==> src/rtl/instfetch.sv <==
// Instruction fetch unit: owns the PC, fetches words over a req/ack memory
// handshake and presents one instruction at a time to decode over valid/ready.
module instfetch #(
  parameter logic [31:0] RESET_PC = 32'h0000_0000
) (
  input  logic        clk,
  input  logic        rst,
  output logic        imem_req,
  output logic [31:0] imem_addr,
  input  logic        imem_ack,
  input  logic [31:0] imem_rdata,
  output logic [31:0] instruction,
  output logic        ivalid,
  input  logic        iready,
  output logic [31:0] pc_out,
  input  logic        redirect,
  input  logic [31:0] redirect_pc,
  output logic        fault
);

  typedef enum logic [1:0] {
    IDLE  = 2'd0,
    FETCH = 2'd1,
    HOLD  = 2'd2,
    FAULT = 2'd3
  } state_t;

  localparam logic [31:0] NOP_INSN  = 32'h0000_0013;
  localparam logic [31:0] RESET_PCA = {RESET_PC[31:2], 2'b00};

  state_t      state_r, state_s;
  logic [31:0] pc_r, pc_s;
  logic [31:0] instr_r, instr_s;
  logic [31:0] pc_out_r, pc_out_s;

  // Next-state logic; a redirect overrides every handshake in the same cycle.
  always_comb begin
    state_s  = state_r;
    pc_s     = pc_r;
    instr_s  = instr_r;
    pc_out_s = pc_out_r;
    if (redirect) begin
      if (redirect_pc[1:0] == 2'b00) begin
        pc_s    = redirect_pc;
        state_s = FETCH;
      end else begin
        pc_out_s = redirect_pc;
        state_s  = FAULT;
      end
    end else begin
      case (state_r)
        IDLE: begin
          state_s = FETCH;
        end
        FETCH: begin
          if (imem_ack) begin
            instr_s  = imem_rdata;
            pc_out_s = pc_r;
            pc_s     = pc_r + 32'd4;
            state_s  = HOLD;
          end else begin
            state_s = FETCH;
          end
        end
        HOLD: begin
          if (iready) begin
            state_s = FETCH;
          end else begin
            state_s = HOLD;
          end
        end
        FAULT: begin
          state_s = FAULT;
        end
        default: begin
          state_s = IDLE;
        end
      endcase
    end
  end

  // State, PC and presented-instruction registers.
  always_ff @(posedge clk) begin
    if (rst) begin
      state_r  <= IDLE;
      pc_r     <= RESET_PCA;
      instr_r  <= NOP_INSN;
      pc_out_r <= RESET_PCA;
    end else begin
      state_r  <= state_s;
      pc_r     <= pc_s;
      instr_r  <= instr_s;
      pc_out_r <= pc_out_s;
    end
  end

  // Handshake flags are pure decodes of the state register.
  assign imem_req    = (state_r == FETCH);
  assign ivalid      = (state_r == HOLD);
  assign fault       = (state_r == FAULT);
  assign imem_addr   = pc_r;
  assign instruction = instr_r;
  assign pc_out      = pc_out_r;

endmodule

==> config.mk <==
export PLATFORM = sky130hd
export DESIGN_NAME = instfetch
export DESIGN_NICKNAME = d
export VERILOG_FILES = /design/src/rtl/instfetch.sv
export SDC_FILE = /design/constraint.sdc
export NUM_CORES = 1
export LEC_CHECK = 0
export ABC_AREA = 0
export CAP_MARGIN = 0
export CORE_MARGIN = 2
export CORE_UTILIZATION = 41
export CTS_CLUSTER_DIAMETER = 100
export DETAILED_ROUTE_END_ITERATION = 8
export GPL_TIMING_DRIVEN = 0
export MAX_ROUTING_LAYER = met4
export PLACE_DENSITY_LB_ADDON = 0.2
export RECOVER_POWER = 100
export SYNTH_ARGS = -nofsm -noshare
export SYNTH_HDL_FRONTEND = slang
export SYNTH_SLANG_ARGS = --single-unit
==> constraint.sdc <==
create_clock -name clk -period 2.1 [get_ports clk]
set_input_delay 0.525 -clock clk [delete_from_list [all_inputs] [get_ports clk]]
set_output_delay 0.525 -clock clk [all_outputs]
set_load 0.1 [all_outputs]
==> results of run 1 <==
==> cell usage in the layout, fill, tap and decap left out, types with 15 or more instances in the layout <==
cell type,count
a211oi_1,23
a21oi_1,50
a311oi_1,15
buf_4,17
clkbuf_2,27
clkdlybuf4s15_1,35
clkdlybuf4s15_2,27
clkdlybuf4s50_1,67
dfxtp_1,78
dlygate4sd2_1,25
mux2i_1,19
nand2_1,107
nor2_1,43
o21ai_0,15
==> worst paths after layout <==
kind                            slack (ns)  cells past startpoint             end      startpoint
worst max-delay path                 -0.01                      5   imem_addr[18]    imem_addr[3]
worst min-delay path                  0.46                      2  instruction[5]  instruction[5]
worst max register to register       -0.01                      5   imem_addr[18]    imem_addr[3]
worst min register to register        0.46                      2  instruction[5]  instruction[5]
==> worst max-delay path, cell delays in order, from the launching register on <==
cell and delay (ns):
dfxtp_4 0.41, ha_4 0.18, nand3_4 0.13, or4_4 0.59, or4_4 0.52, a41oi_2 0.19
==> report_power, final <==
group / internal [mW] / leakage [nW] / switching, mW
Clock: 0.806 / 0.127 / 0.744
Combinational: 0.396 / 1.80 / 1.10
Sequential: 1.96 / 0.813 / 0.0938
Total: 3.16 / 2.74 / 1.94
==> repair_timing <==
item	4_1_cts	5_1_grt
endpoints found under the setup margin	195	123
gates resized for setup	217	93
setup buffers	2	14
cloned	0	1
hold endpoints to repair	0	0
pin swaps	1	6
==> sequential cells by signal, indices dropped and copies added, names as in the netlist <==
signal       count
instruction     32
state_r          2
imem_addr       32
pc_out          32
==> metrics by stage <==
step | util | power, mW | setup WS [ns]
after floorplan | - | 3.098 | -0.01986
after global placement | 0.6007 | 3.554 | -1.098
after detailed placement | 0.6007 | 3.571 | -1.106
after CTS | 0.6323 | 5.066 | -0.01859
after global routing | 0.6516 | 5.256 | -0.05259
final | 0.6516 | 5.093 | -0.01400
==> cell families (layout without fill, tap and decap cells) <==
group,after synthesis,in the layout,synth area share
mux,19,19,0.04084
flops,98,98,0.4213
simple gates,245,245,0.2587
fa+ha+maj,1,1,0.002686
buf+inv,50,249,0.04191
compound gates,160,160,0.2346
==> metal layers <==
| layer | part of all wire | global-route usage |
|---|---|---|
| met1 | 0.42 | 0.3656 |
| met2 | 0.47 | 0.4761 |
| met5 | 0 | - |
| met3 | 0.092 | 0.08178 |
| met4 | 0.024 | 0.09667 |
==> area by class of cell <==
class | count | area [µm²] | share of cell area
inverter | 5 | 21.27 | 0.002972
tap | 140 | 175.2 | 0.02448
buffer | 44 | 286.5 | 0.04004
sequential | 98 | 2009 | 0.2808
clock buffer | 12 | 236.5 | 0.03304
clock inverter | 4 | 27.53 | 0.003846
multi-input combinational | 425 | 2641 | 0.3691
timing repair buffer | 184 | 1759 | 0.2458
==> report_table.html, run 1 <==
<table>
<tr><th>Metric</th><th>Value</th></tr>
<tr><th colspan="2">Outcome</th></tr>
<tr><td>Outcome</td><td>finished, violations left</td></tr>
<tr><td>Violated checks</td><td>setup timing</td></tr>
<tr><th colspan="2">Hold path</th></tr>
<tr><td>Path category of the worst min-delay check</td><td>register to register</td></tr>
<tr><th colspan="2">CTS</th></tr>
<tr><td>Clock tree root buffer cell</td><td>clkbuf_16</td></tr>
<tr><td>Clock sink total</td><td>98</td></tr>
<tr><td>Register clock-pin slew on the reported worst setup and hold paths</td><td>0.07 ns</td></tr>
<tr><td>Clock insertion delay at the later pin of the skew report</td><td>0.36 ns</td></tr>
<tr><td>CTS buffer count</td><td>9</td></tr>
<tr><td>Hold bufs inserted after CTS</td><td>0</td></tr>
<tr><td>CTS tree</td><td>built</td></tr>
<tr><td>H-tree depth</td><td>3</td></tr>
<tr><td>Max Buffers Root-to-Sink</td><td>2</td></tr>
<tr><th colspan="2">Route</th></tr>
<tr><td>DRC violations left</td><td>0</td></tr>
<tr><td>Number of violations reported at the end of detailed-routing iteration 0</td><td>493</td></tr>
<tr><td>First drt pass iteration count</td><td>5</td></tr>
<tr><td>Antenna-violating nets left</td><td>0</td></tr>
<tr><td>Vias per Instance</td><td>5.882</td></tr>
<tr><td>Routed length per placed instance</td><td>19.52 µm</td></tr>
<tr><td>Final WL</td><td>17,800 µm</td></tr>
<tr><td>Via count</td><td>5,364</td></tr>
<tr><th colspan="2">Timing</th></tr>
<tr><td>Min Clock Period, post-route</td><td>2.114 ns</td></tr>
<tr><td>Worst-Margin Slew</td><td>0.9862 ns</td></tr>
<tr><td>Unrepaired setup endpoints after global routing</td><td>yes</td></tr>
<tr><td>Fmax</td><td>473.0 MHz</td></tr>
<tr><td>Final period utilization</td><td>1.007</td></tr>
<tr><td>Setup WS post-layout</td><td>-0.01400 ns</td></tr>
<tr><td>Count of endpoints failing setup in the final report</td><td>1</td></tr>
<tr><td>Count of pins over their slew limit</td><td>0</td></tr>
<tr><td>Post-Route Hold Slack</td><td>roughly 0.46 ns</td></tr>
<tr><td>Worst clock skew</td><td>0.007410 ns</td></tr>
<tr><td>Max-slew headroom</td><td>0.3451</td></tr>
<tr><td>Final setup TNS</td><td>-0.01400 ns</td></tr>
<tr><td>Number of hold-slack violations in the final timing report</td><td>0</td></tr>
<tr><th colspan="2">Logic synthesis</th></tr>
<tr><td>Proportion of synthesized flip-flops having asynchronous set or reset</td><td>0</td></tr>
<tr><td>Commonest cells post-synth</td><td>nand2_1 (109), dfxtp_1 (98), a21oi_1 (50), nor2_1 (46), clkbuf_1 (37)</td></tr>
<tr><td>Distinct cells, synth</td><td>55</td></tr>
<tr><td>Dominant register cell in the synthesized netlist</td><td>dfxtp_1</td></tr>
<tr><td>Post-synth EDFFs</td><td>0</td></tr>
<tr><td>Post-synthesis area per instance</td><td>8.127 µm²</td></tr>
<tr><td>Most area-hungry cell type in the Yosys netlist</td><td>dfxtp_1</td></tr>
<tr><td>Total of warnings raised by yosys</td><td>0</td></tr>
<tr><td>Seq cells post-synth</td><td>between 90 and 100</td></tr>
<tr><td>Sequential area share after synthesis</td><td>0.4213</td></tr>
<tr><td>Cell with the most instances after synthesis</td><td>nand2_1</td></tr>
<tr><td>Combined area of all synthesized cells</td><td>0.004657 mm²</td></tr>
<tr><td>Post-synthesis net count</td><td>643</td></tr>
<tr><td>Synthesized instance count</td><td>573</td></tr>
<tr><td>Share of Yosys cell area claimed by the top area cell type</td><td>0.4213</td></tr>
<tr><td>Dominant cells by area after synthesis</td><td>dfxtp_1 (42%), nand2_1 (8.8%), a21oi_1 (5.4%), mux2i_1 (4.1%), a211oi_1 (3.7%)</td></tr>
<tr><th colspan="2">Global route</th></tr>
<tr><td>Congestion Overflow GR</td><td>0</td></tr>
<tr><td>Initial antenna violation count</td><td>0</td></tr>
<tr><td>First-pass GRT wire length</td><td>roughly 28,000 µm</td></tr>
<tr><td>Pin count of the biggest net entering global routing</td><td>16</td></tr>
<tr><td>Global-route usage over all layers</td><td>0.2977</td></tr>
<tr><td>Number of global-route vias before repair</td><td>5,260</td></tr>
<tr><th colspan="2">Layout</th></tr>
<tr><td>Number of standard cells in the layout, taps in and fillers out</td><td>912</td></tr>
<tr><td>Number of nets in the layout</td><td>837</td></tr>
<tr><td>Area growth, synth to finish</td><td>53.68%</td></tr>
<tr><td>Summed area of non-filler cells in the final layout</td><td>0.007157 mm²</td></tr>
<tr><td>Fillcell total</td><td>982</td></tr>
<tr><td>Layout cell share with drive strength beyond 1</td><td>0.2060</td></tr>
<tr><td>Diode count</td><td>0</td></tr>
<tr><th colspan="2">Setup path</th></tr>
<tr><td>Crit path capture type</td><td>register</td></tr>
<tr><td>Start-to-end type of the worst setup path</td><td>register to register</td></tr>
<tr><td>Nature of the critical path startpoint</td><td>register</td></tr>
<tr><td>Data arrival time of the worst path</td><td>2.39 ns</td></tr>
<tr><td>Worst-path maximum fanout</td><td>8</td></tr>
<tr><td>Worst path required time</td><td>2.37 ns</td></tr>
<tr><th colspan="2">Floorplanning</th></tr>
<tr><td>Count of standard-cell rows</td><td>38</td></tr>
<tr><td>Standard cell core area</td><td>0.01098 mm²</td></tr>
<tr><td>DIE HEIGHT</td><td>~110 µm</td></tr>
<tr><td>Total Die Area</td><td>about 0.012 mm²</td></tr>
<tr><td>Boundary Pins</td><td>168</td></tr>
<tr><td>Initial standard-cell utilization of the core</td><td>0.4240</td></tr>
<tr><td>X dimension of the die</td><td>between 100 and 150 µm</td></tr>
<tr><th colspan="2">Place</th></tr>
<tr><td>Placement Cell Area</td><td>~0.0066 mm²</td></tr>
<tr><td>IO Port Bufs</td><td>167</td></tr>
<tr><td>Weighted congestion reported at the end of routability-driven placement</td><td>0.9369</td></tr>
<tr><td>Detail Placement HPWL</td><td>around 13,000 µm</td></tr>
<tr><td>Placed Instances</td><td>880</td></tr>
<tr><th colspan="2">Run</th></tr>
<tr><td>Number of maximum-capacitance constraint violations</td><td>0</td></tr>
<tr><th colspan="2">Power</th></tr>
<tr><td>Leakage power</td><td>2.738 nW</td></tr>
<tr><td>Highest ir drop seen on vdd</td><td>820.6 µV</td></tr>
<tr><td>Power Dens Cells</td><td>711.6 mW/mm²</td></tr>
</table>
Power figures use the tool's default switching activity.
==> run 2, diff against run 1 <==
--- a/config.mk
+++ b/config.mk
@@ -7,7 +7,8 @@
 export LEC_CHECK = 0
 export ABC_AREA = 0
 export CAP_MARGIN = 0
-export CORE_MARGIN = 2
+export CORE_ASPECT_RATIO = 0.7
+export CORE_MARGIN = 1.5
 export CORE_UTILIZATION = 41
 export CTS_CLUSTER_DIAMETER = 100
 export DETAILED_ROUTE_END_ITERATION = 8
==> report_table.html, run 2 (synthesis results as in run 1) <==
<table>
<tr><th>Metric</th><th>Value</th></tr>
<tr><th colspan="2">Route</th></tr>
<tr><td>Vias per Instance</td><td>5.914 (+0.55%)</td></tr>
<tr><td>First drt pass iteration count</td><td>5 (unchanged)</td></tr>
<tr><td>Routed length per placed instance</td><td>20.45 µm (+4.8%)</td></tr>
<tr><td>DRC violations left</td><td>0 (unchanged)</td></tr>
<tr><td>Antenna-violating nets left</td><td>0 (unchanged)</td></tr>
<tr><td>Number of violations reported at the end of detailed-routing iteration 0</td><td>625 (+27%)</td></tr>
<tr><td>Via count</td><td>5,482 (+2.2%)</td></tr>
<tr><td>Final WL</td><td>18,950 µm (+6.5%)</td></tr>
<tr><th colspan="2">Timing</th></tr>
<tr><td>Post-Route Hold Slack</td><td>0.4559 ns (-0.002909 ns)</td></tr>
<tr><td>Unrepaired setup endpoints after global routing</td><td>yes</td></tr>
<tr><td>Min Clock Period, post-route</td><td>2.094 ns (-0.01967 ns)</td></tr>
<tr><td>Final period utilization</td><td>0.9973 (-0.009367)</td></tr>
<tr><td>Count of endpoints failing setup in the final report</td><td>0 (-1)</td></tr>
<tr><td>Fmax</td><td>477.5 MHz (+0.94%)</td></tr>
<tr><td>Worst clock skew</td><td>0.005416 ns (-0.001994 ns)</td></tr>
<tr><td>Final setup TNS</td><td>0 ns (+0.01400 ns)</td></tr>
<tr><td>Setup WS post-layout</td><td>0.005675 ns (+0.01967 ns)</td></tr>
<tr><td>Number of hold-slack violations in the final timing report</td><td>0 (unchanged)</td></tr>
<tr><td>Count of pins over their slew limit</td><td>0 (unchanged)</td></tr>
<tr><td>Max-slew headroom</td><td>0.3506 (+0.005573)</td></tr>
<tr><td>Worst-Margin Slew</td><td>0.9779 ns (-0.008393 ns)</td></tr>
<tr><th colspan="2">Place</th></tr>
<tr><td>Detail Placement HPWL</td><td>13,650 µm (+7.0%)</td></tr>
<tr><td>Placed Instances</td><td>893 (+1.5%)</td></tr>
<tr><td>IO Port Bufs</td><td>167 (unchanged)</td></tr>
<tr><td>Placement Cell Area</td><td>0.006614 mm² (+0.25%)</td></tr>
<tr><td>Weighted congestion reported at the end of routability-driven placement</td><td>0.9831 (+4.9%)</td></tr>
<tr><td>Worst slack at placement</td><td>-1.116 ns (-0.009780 ns)</td></tr>
<tr><th colspan="2">Floorplanning</th></tr>
<tr><td>X dimension of the die</td><td>130.4 µm (+18%)</td></tr>
<tr><td>Initial standard-cell utilization of the core</td><td>0.4214 (-0.002592)</td></tr>
<tr><td>Count of standard-cell rows</td><td>32 (-16%)</td></tr>
<tr><td>Boundary Pins</td><td>168 (unchanged)</td></tr>
<tr><td>Total Die Area</td><td>0.01202 mm² (-1.7%)</td></tr>
<tr><td>Standard cell core area</td><td>0.01105 mm² (+0.62%)</td></tr>
<tr><td>DIE HEIGHT</td><td>92.17 µm (-17%)</td></tr>
<tr><th colspan="2">Outcome</th></tr>
<tr><td>Outcome</td><td>finished, final reports clean</td></tr>
<tr><th colspan="2">Run</th></tr>
<tr><td>Number of maximum-capacitance constraint violations</td><td>0 (unchanged)</td></tr>
<tr><th colspan="2">Power</th></tr>
<tr><td>Leakage power</td><td>2.775 nW (+1.4%)</td></tr>
<tr><td>Total power of the final layout</td><td>5.135 mW (+0.83%)</td></tr>
<tr><td>Power Dens Cells</td><td>713.4 mW/mm² (+0.25%)</td></tr>
<tr><td>Highest ir drop seen on vdd</td><td>431.1 µV (-47%)</td></tr>
<tr><th colspan="2">Setup path</th></tr>
<tr><td>Buffers &amp; Inverters on Critical Path</td><td>1 (+1)</td></tr>
<tr><td>Worst path required time</td><td>1.57 ns (-0.80 ns)</td></tr>
<tr><td>Start-to-end type of the worst setup path</td><td>register to output port</td></tr>
<tr><td>Nature of the critical path startpoint</td><td>register</td></tr>
<tr><td>Worst-path maximum fanout</td><td>2 (-6)</td></tr>
<tr><td>Data arrival time of the worst path</td><td>1.57 ns (-0.82 ns)</td></tr>
<tr><td>Cells along the critical path</td><td>dlygate4sd2_1</td></tr>
<tr><td>CP max stage delay</td><td>0.86 ns (+0.27 ns)</td></tr>
<tr><td>Cell with the largest stage delay on the worst path</td><td>dlygate4sd2_1</td></tr>
<tr><td>Top Family by Delay on Critical Path</td><td>buffers and inverters</td></tr>
<tr><td>Crit path capture type</td><td>output port</td></tr>
<tr><th colspan="2">Layout</th></tr>
<tr><td>Summed area of non-filler cells in the final layout</td><td>0.007198 mm² (+0.58%)</td></tr>
<tr><td>Core utilization of the finished layout</td><td>0.6514 (about the same)</td></tr>
<tr><td>Area growth, synth to finish</td><td>54.57%</td></tr>
<tr><td>Most frequent standard cell in the layout excluding fill and tap cells</td><td>nand2_1</td></tr>
<tr><td>Number of nets in the layout</td><td>839 (+0.24%)</td></tr>
<tr><td>Layout cell share with drive strength beyond 1</td><td>0.2016 (-0.004408)</td></tr>
<tr><td>Diode count</td><td>0 (unchanged)</td></tr>
<tr><td>Number of standard cells in the layout, taps in and fillers out</td><td>927 (+1.6%)</td></tr>
<tr><td>Commonest cells after routing, fill and taps aside</td><td>nand2_1 (107), dfxtp_1 (84), clkdlybuf4s50_1 (67)</td></tr>
<tr><th colspan="2">CTS</th></tr>
<tr><td>Hold bufs inserted after CTS</td><td>0 (unchanged)</td></tr>
<tr><td>Register clock-pin slew on the reported worst setup and hold paths</td><td>0.07 ns (about the same)</td></tr>
<tr><td>CTS buffer count</td><td>9 (unchanged)</td></tr>
<tr><td>Clock insertion delay at the later pin of the skew report</td><td>0.35 ns (about the same)</td></tr>
<tr><td>Max Buffers Root-to-Sink</td><td>2 (unchanged)</td></tr>
<tr><td>Clock tree root buffer cell</td><td>clkbuf_16</td></tr>
<tr><td>Clock sink total</td><td>98 (unchanged)</td></tr>
<tr><td>CTS tree</td><td>built</td></tr>
<tr><td>H-tree depth</td><td>3 (unchanged)</td></tr>
<tr><th colspan="2">Global route</th></tr>
<tr><td>Number of global-route vias before repair</td><td>4,994 (-5.1%)</td></tr>
<tr><td>Global-route usage over all layers</td><td>0.3160 (+0.01826)</td></tr>
<tr><td>Pin count of the biggest net entering global routing</td><td>18 (+2)</td></tr>
<tr><td>Congestion Overflow GR</td><td>0 (unchanged)</td></tr>
<tr><td>First-pass GRT wire length</td><td>27,920 µm (-1.1%)</td></tr>
<tr><td>Initial antenna violation count</td><td>0 (unchanged)</td></tr>
<tr><th colspan="2">Hold path</th></tr>
<tr><td>Path category of the worst min-delay check</td><td>register to register</td></tr>
</table>
## run 2: changes by cell type in the layout (fill, tap and decap cells not counted), moves of 3 or more
cell             delta
clkdlybuf4s15_1     -7
dlygate4sd2_1       +9
clkbuf_1            -3
buf_2               -3
buf_4               +5
dfxtp_4             +3
dfxtp_1             +6
dfxtp_2             -9
## run 2: path summary, 6_finish.rpt
kind                            slack (ns)              to  depth (start not counted)      startpoint
worst min-delay path                  0.46  instruction[8]                          2  instruction[8]
worst max-delay path                 0.006       pc_out[8]                          1       pc_out[8]
worst min register to register        0.46  instruction[8]                          2  instruction[8]
worst max register to register        0.04   imem_addr[28]                          5   imem_addr[16]
## run 2: metal layers
layer	GRT usage	vias to the layer above	part of all wire
met3	0.08168	39	0.12
met4	0.08700	0	0.018
met1	0.4602	2573	0.46
met2	0.4268	340	0.41
li1	-	2530	-
met5	-	-	0
## run 2: area by class of cell
class / instances / area (µm²)
Fill cell: 966 / 3852
Multi-Input combinational cell: 425 / 2625
Sequential cell: 98 / 2009
Tap cell: 153 / 191.4
Timing Repair Buffer: 186 / 1779
Clock inverter: 5 / 38.79
Buffer: 44 / 302.8
Inverter: 5 / 18.77
Clock buffer: 11 / 232.7
## run 2: what timing repair did
item / 4_1_cts / 5_1_grt
pin swaps: 1 / 7
gates resized for setup: 223 / 79
endpoints found under the setup margin: 197 / 67
setup buffers: 5 / 13
cloned: 0 / 1
## run 2: where the power goes
part           total, mW  switching (mW)  internal [mW]
logic               1.52            1.12          0.405
registers           2.05          0.0961           1.95
clock network       1.57           0.753          0.812
==> run 3, diff against run 2 <==
--- a/config.mk
+++ b/config.mk
@@ -8,7 +8,6 @@
 export ABC_AREA = 0
 export CAP_MARGIN = 0
 export CORE_ASPECT_RATIO = 0.7
-export CORE_MARGIN = 1.5
 export CORE_UTILIZATION = 41
 export CTS_CLUSTER_DIAMETER = 100
 export DETAILED_ROUTE_END_ITERATION = 8
@@ -16,6 +15,7 @@
 export MAX_ROUTING_LAYER = met4
 export PLACE_DENSITY_LB_ADDON = 0.2
 export RECOVER_POWER = 100
+export SKIP_LAST_GASP = 1
 export SYNTH_ARGS = -nofsm -noshare
 export SYNTH_HDL_FRONTEND = slang
 export SYNTH_SLANG_ARGS = --single-unit
==> report_table.html, run 3 (synthesis results as in run 1) <==
<table>
<tr><th>Metric</th><th>Value</th></tr>
<tr><th colspan="2">Setup path</th></tr>
<tr><td>Number of cells on the worst reg-to-reg path</td><td>4 (-1)</td></tr>
<tr><td>Worst path required time</td><td>1.57 ns (about the same)</td></tr>
<tr><td>Worst-path maximum fanout</td><td>2 (unchanged)</td></tr>
<tr><td>Reg2reg setup slack</td><td>0.05 ns (about the same)</td></tr>
<tr><td>Data arrival time of the worst path</td><td>1.55 ns (-0.02 ns)</td></tr>
<tr><td>Cell with the largest stage delay on the worst path</td><td>clkdlybuf4s15_1</td></tr>
<tr><td>Capture point of the worst reg-to-reg path</td><td>imem_addr[28]</td></tr>
<tr><td>Start-to-end type of the worst setup path</td><td>register to output port</td></tr>
<tr><td>Crit path capture type</td><td>output port</td></tr>
<tr><td>Nature of the critical path startpoint</td><td>register</td></tr>
<tr><td>Source of the worst register-to-register timing path</td><td>imem_addr[14]</td></tr>
<tr><td>Cells along the critical path</td><td>clkdlybuf4s15_1</td></tr>
<tr><td>Top Family by Delay on Critical Path</td><td>buffers and inverters</td></tr>
<tr><td>Buffers &amp; Inverters on Critical Path</td><td>1 (unchanged)</td></tr>
<tr><td>CP max stage delay</td><td>0.84 ns (-0.02 ns)</td></tr>
<tr><th colspan="2">Floorplanning</th></tr>
<tr><td>DIE HEIGHT</td><td>91.17 µm (-1.1%)</td></tr>
<tr><td>Initial standard-cell utilization of the core</td><td>0.4214 (unchanged)</td></tr>
<tr><td>X dimension of the die</td><td>129.4 µm (-0.77%)</td></tr>
<tr><td>Standard cell core area</td><td>0.01105 mm² (unchanged)</td></tr>
<tr><td>Count of standard-cell rows</td><td>32 (unchanged)</td></tr>
<tr><td>Boundary Pins</td><td>168 (unchanged)</td></tr>
<tr><td>Total Die Area</td><td>0.01179 mm² (-1.8%)</td></tr>
<tr><th colspan="2">Route</th></tr>
<tr><td>Antenna-violating nets left</td><td>0 (unchanged)</td></tr>
<tr><td>First drt pass iteration count</td><td>5 (unchanged)</td></tr>
<tr><td>Number of violations reported at the end of detailed-routing iteration 0</td><td>602 (-3.7%)</td></tr>
<tr><td>Final WL</td><td>18,820 µm (-0.71%)</td></tr>
<tr><td>Via count</td><td>5,470 (-0.22%)</td></tr>
<tr><td>Vias per Instance</td><td>5.978 (+1.1%)</td></tr>
<tr><td>DRC violations left</td><td>0 (unchanged)</td></tr>
<tr><td>Routed length per placed instance</td><td>20.57 µm (+0.59%)</td></tr>
<tr><th colspan="2">Layout</th></tr>
<tr><td>Area growth, synth to finish</td><td>50.13%</td></tr>
<tr><td>Layout cell share with drive strength beyond 1</td><td>0.1772 (-0.02439)</td></tr>
<tr><td>Most frequent standard cell in the layout excluding fill and tap cells</td><td>nand2_1</td></tr>
<tr><td>Fillcell total</td><td>1,009 (+4.5%)</td></tr>
<tr><td>Core utilization of the finished layout</td><td>0.6327 (-0.01868)</td></tr>
<tr><td>Commonest cells after routing, fill and taps aside</td><td>nand2_1 (107), dfxtp_1 (87), clkdlybuf4s50_1 (66)</td></tr>
<tr><td>Diode count</td><td>0 (unchanged)</td></tr>
<tr><td>Number of nets in the layout</td><td>828 (-1.3%)</td></tr>
<tr><th colspan="2">CTS</th></tr>
<tr><td>CTS tree</td><td>built</td></tr>
<tr><td>CTS buffer count</td><td>9 (unchanged)</td></tr>
<tr><td>Max Buffers Root-to-Sink</td><td>2 (unchanged)</td></tr>
<tr><td>H-tree depth</td><td>3 (unchanged)</td></tr>
<tr><td>Clock sink total</td><td>98 (unchanged)</td></tr>
<tr><td>Clock insertion delay at the later pin of the skew report</td><td>0.35 ns (about the same)</td></tr>
<tr><td>Register clock-pin slew on the reported worst setup and hold paths</td><td>0.07 ns (about the same)</td></tr>
<tr><td>Clock tree root buffer cell</td><td>clkbuf_16</td></tr>
<tr><th colspan="2">Timing</th></tr>
<tr><td>Max-slew headroom</td><td>0.2193 (-0.1314)</td></tr>
<tr><td>Setup WS post-layout</td><td>0.02755 ns (+0.02188 ns)</td></tr>
<tr><td>Worst-Margin Slew</td><td>1.176 ns (+0.1983 ns)</td></tr>
<tr><td>Fmax</td><td>482.5 MHz (+1.1%)</td></tr>
<tr><td>Count of pins over their slew limit</td><td>0 (unchanged)</td></tr>
<tr><td>Final period utilization</td><td>0.9869 (-0.01042)</td></tr>
<tr><td>Count of endpoints failing setup in the final report</td><td>0 (unchanged)</td></tr>
<tr><td>Unrepaired setup endpoints after global routing</td><td>no</td></tr>
<tr><td>Number of hold-slack violations in the final timing report</td><td>0 (unchanged)</td></tr>
<tr><td>Min Clock Period, post-route</td><td>2.072 ns (-0.02188 ns)</td></tr>
<tr><td>Worst clock skew</td><td>0.01202 ns (+0.006603 ns)</td></tr>
<tr><th colspan="2">Hold path</th></tr>
<tr><td>Worst hold stages</td><td>2 (unchanged)</td></tr>
<tr><td>Hold endpoint</td><td>instruction[18]</td></tr>
<tr><td>Min-delay src</td><td>instruction[18]</td></tr>
<tr><td>Path category of the worst min-delay check</td><td>register to register</td></tr>
<tr><th colspan="2">Place</th></tr>
<tr><td>IO Port Bufs</td><td>167 (unchanged)</td></tr>
<tr><td>Worst slack at placement</td><td>-1.149 ns (-0.03383 ns)</td></tr>
<tr><td>Detail Placement HPWL</td><td>13,760 µm (+0.82%)</td></tr>
<tr><td>Weighted congestion reported at the end of routability-driven placement</td><td>0.9788 (-0.44%)</td></tr>
<tr><th colspan="2">Global route</th></tr>
<tr><td>Global-route usage over all layers</td><td>0.3320 (+0.01606)</td></tr>
<tr><td>Initial antenna violation count</td><td>0 (unchanged)</td></tr>
<tr><td>Pin count of the biggest net entering global routing</td><td>17 (-1)</td></tr>
<tr><td>First-pass GRT wire length</td><td>28,770 µm (+3.0%)</td></tr>
<tr><td>Number of global-route vias before repair</td><td>5,127 (+2.7%)</td></tr>
<tr><td>Congestion Overflow GR</td><td>0 (unchanged)</td></tr>
<tr><th colspan="2">Run</th></tr>
<tr><td>Number of maximum-capacitance constraint violations</td><td>0 (unchanged)</td></tr>
<tr><th colspan="2">Outcome</th></tr>
<tr><td>Outcome</td><td>finished, final reports clean</td></tr>
<tr><th colspan="2">Power</th></tr>
<tr><td>Leakage power</td><td>2.668 nW (-3.9%)</td></tr>
<tr><td>Power Dens Cells</td><td>758.0 mW/mm² (+6.3%)</td></tr>
<tr><td>Highest ir drop seen on vdd</td><td>500.4 µV (+16%)</td></tr>
</table>
[run 3: cell count changes in the layout (fill, tap and decap cells not counted), moves of 3 or more]
cell,delta
buf_4,-16
clkbuf_1,+14
clkbuf_2,+6
clkdlybuf4s15_1,-6
clkdlybuf4s15_2,-4
dfxtp_1,+3
dlygate4sd2_1,-6
[run 3: area by class of cell]
class / count / area [µm²] / share of cell area
clock inverter: 3 / 46.29 / 0.006621
inverter: 5 / 21.27 / 0.003042
multi-input combinational: 425 / 2606 / 0.3728
sequential: 98 / 2003 / 0.2865
clock buffer: 12 / 267.8 / 0.03830
timing repair buffer: 175 / 1573 / 0.2249
tap: 153 / 191.4 / 0.02738
buffer: 44 / 282.8 / 0.04044
[run 3: how the worst max path moves through the flow]
stage | start | end | slack (ns) | depth (start not counted)
floorplan | imem_addr[2] | imem_addr[18] | -0.02 | 5
global placement | redirect | imem_addr[30] | -1.17 | 9
detailed placement | redirect | imem_addr[6] | -1.15 | 9
CTS | redirect | imem_addr[30] | -0.09 | 9
global route | instruction[8] | instruction[8] | 0.0008 | 1
finish | pc_out[24] | pc_out[24] | 0.03 | 1
[run 3: stage by stage]
step | instances | total power, mW | TNS, ns | hold slack, ns | instance area (µm²)
4_1_cts | 910 | 5.303 | -0.1420 | 0.4553 | 7038
2_1_floorplan | 573 | 3.098 | -0.01986 | 0.6121 | 4751
3_3_place_gp | 893 | 3.563 | -77.79 | 0.4425 | 6614
6_report | 915 | 5.300 | 0 | 0.4532 | 6992
3_5_place_dp | 893 | 3.582 | -78.96 | 0.4485 | 6614
5_1_grt | 915 | 5.470 | 0 | 0.4795 | 6992
[run 3: what timing repair did]
action,in CTS,in global routing
pin swaps,1,1
resized for setup,215,58
setup buffers,3,4
hold buffers,0,0
hold endpoints to repair,0,0
endpoints found under the setup margin,195,89
gates cloned,0,1
[run 3: report_power, final]
part	switching (mW)	internal [mW]	leakage, nW
clock network	0.731	1.03	0.150
registers	0.0927	1.95	0.809
logic	1.12	0.376	1.71
total	1.94	3.36	2.67
[run 3: layer usage]
metal  GRT usage  up-vias  routed length (µm)
met2      0.4655      312                7717
met1      0.4748     2620                8862
met4     0.08235        0                 346
met5           -        -                   0
li1            -     2505                   -
met3     0.07661       33                1893
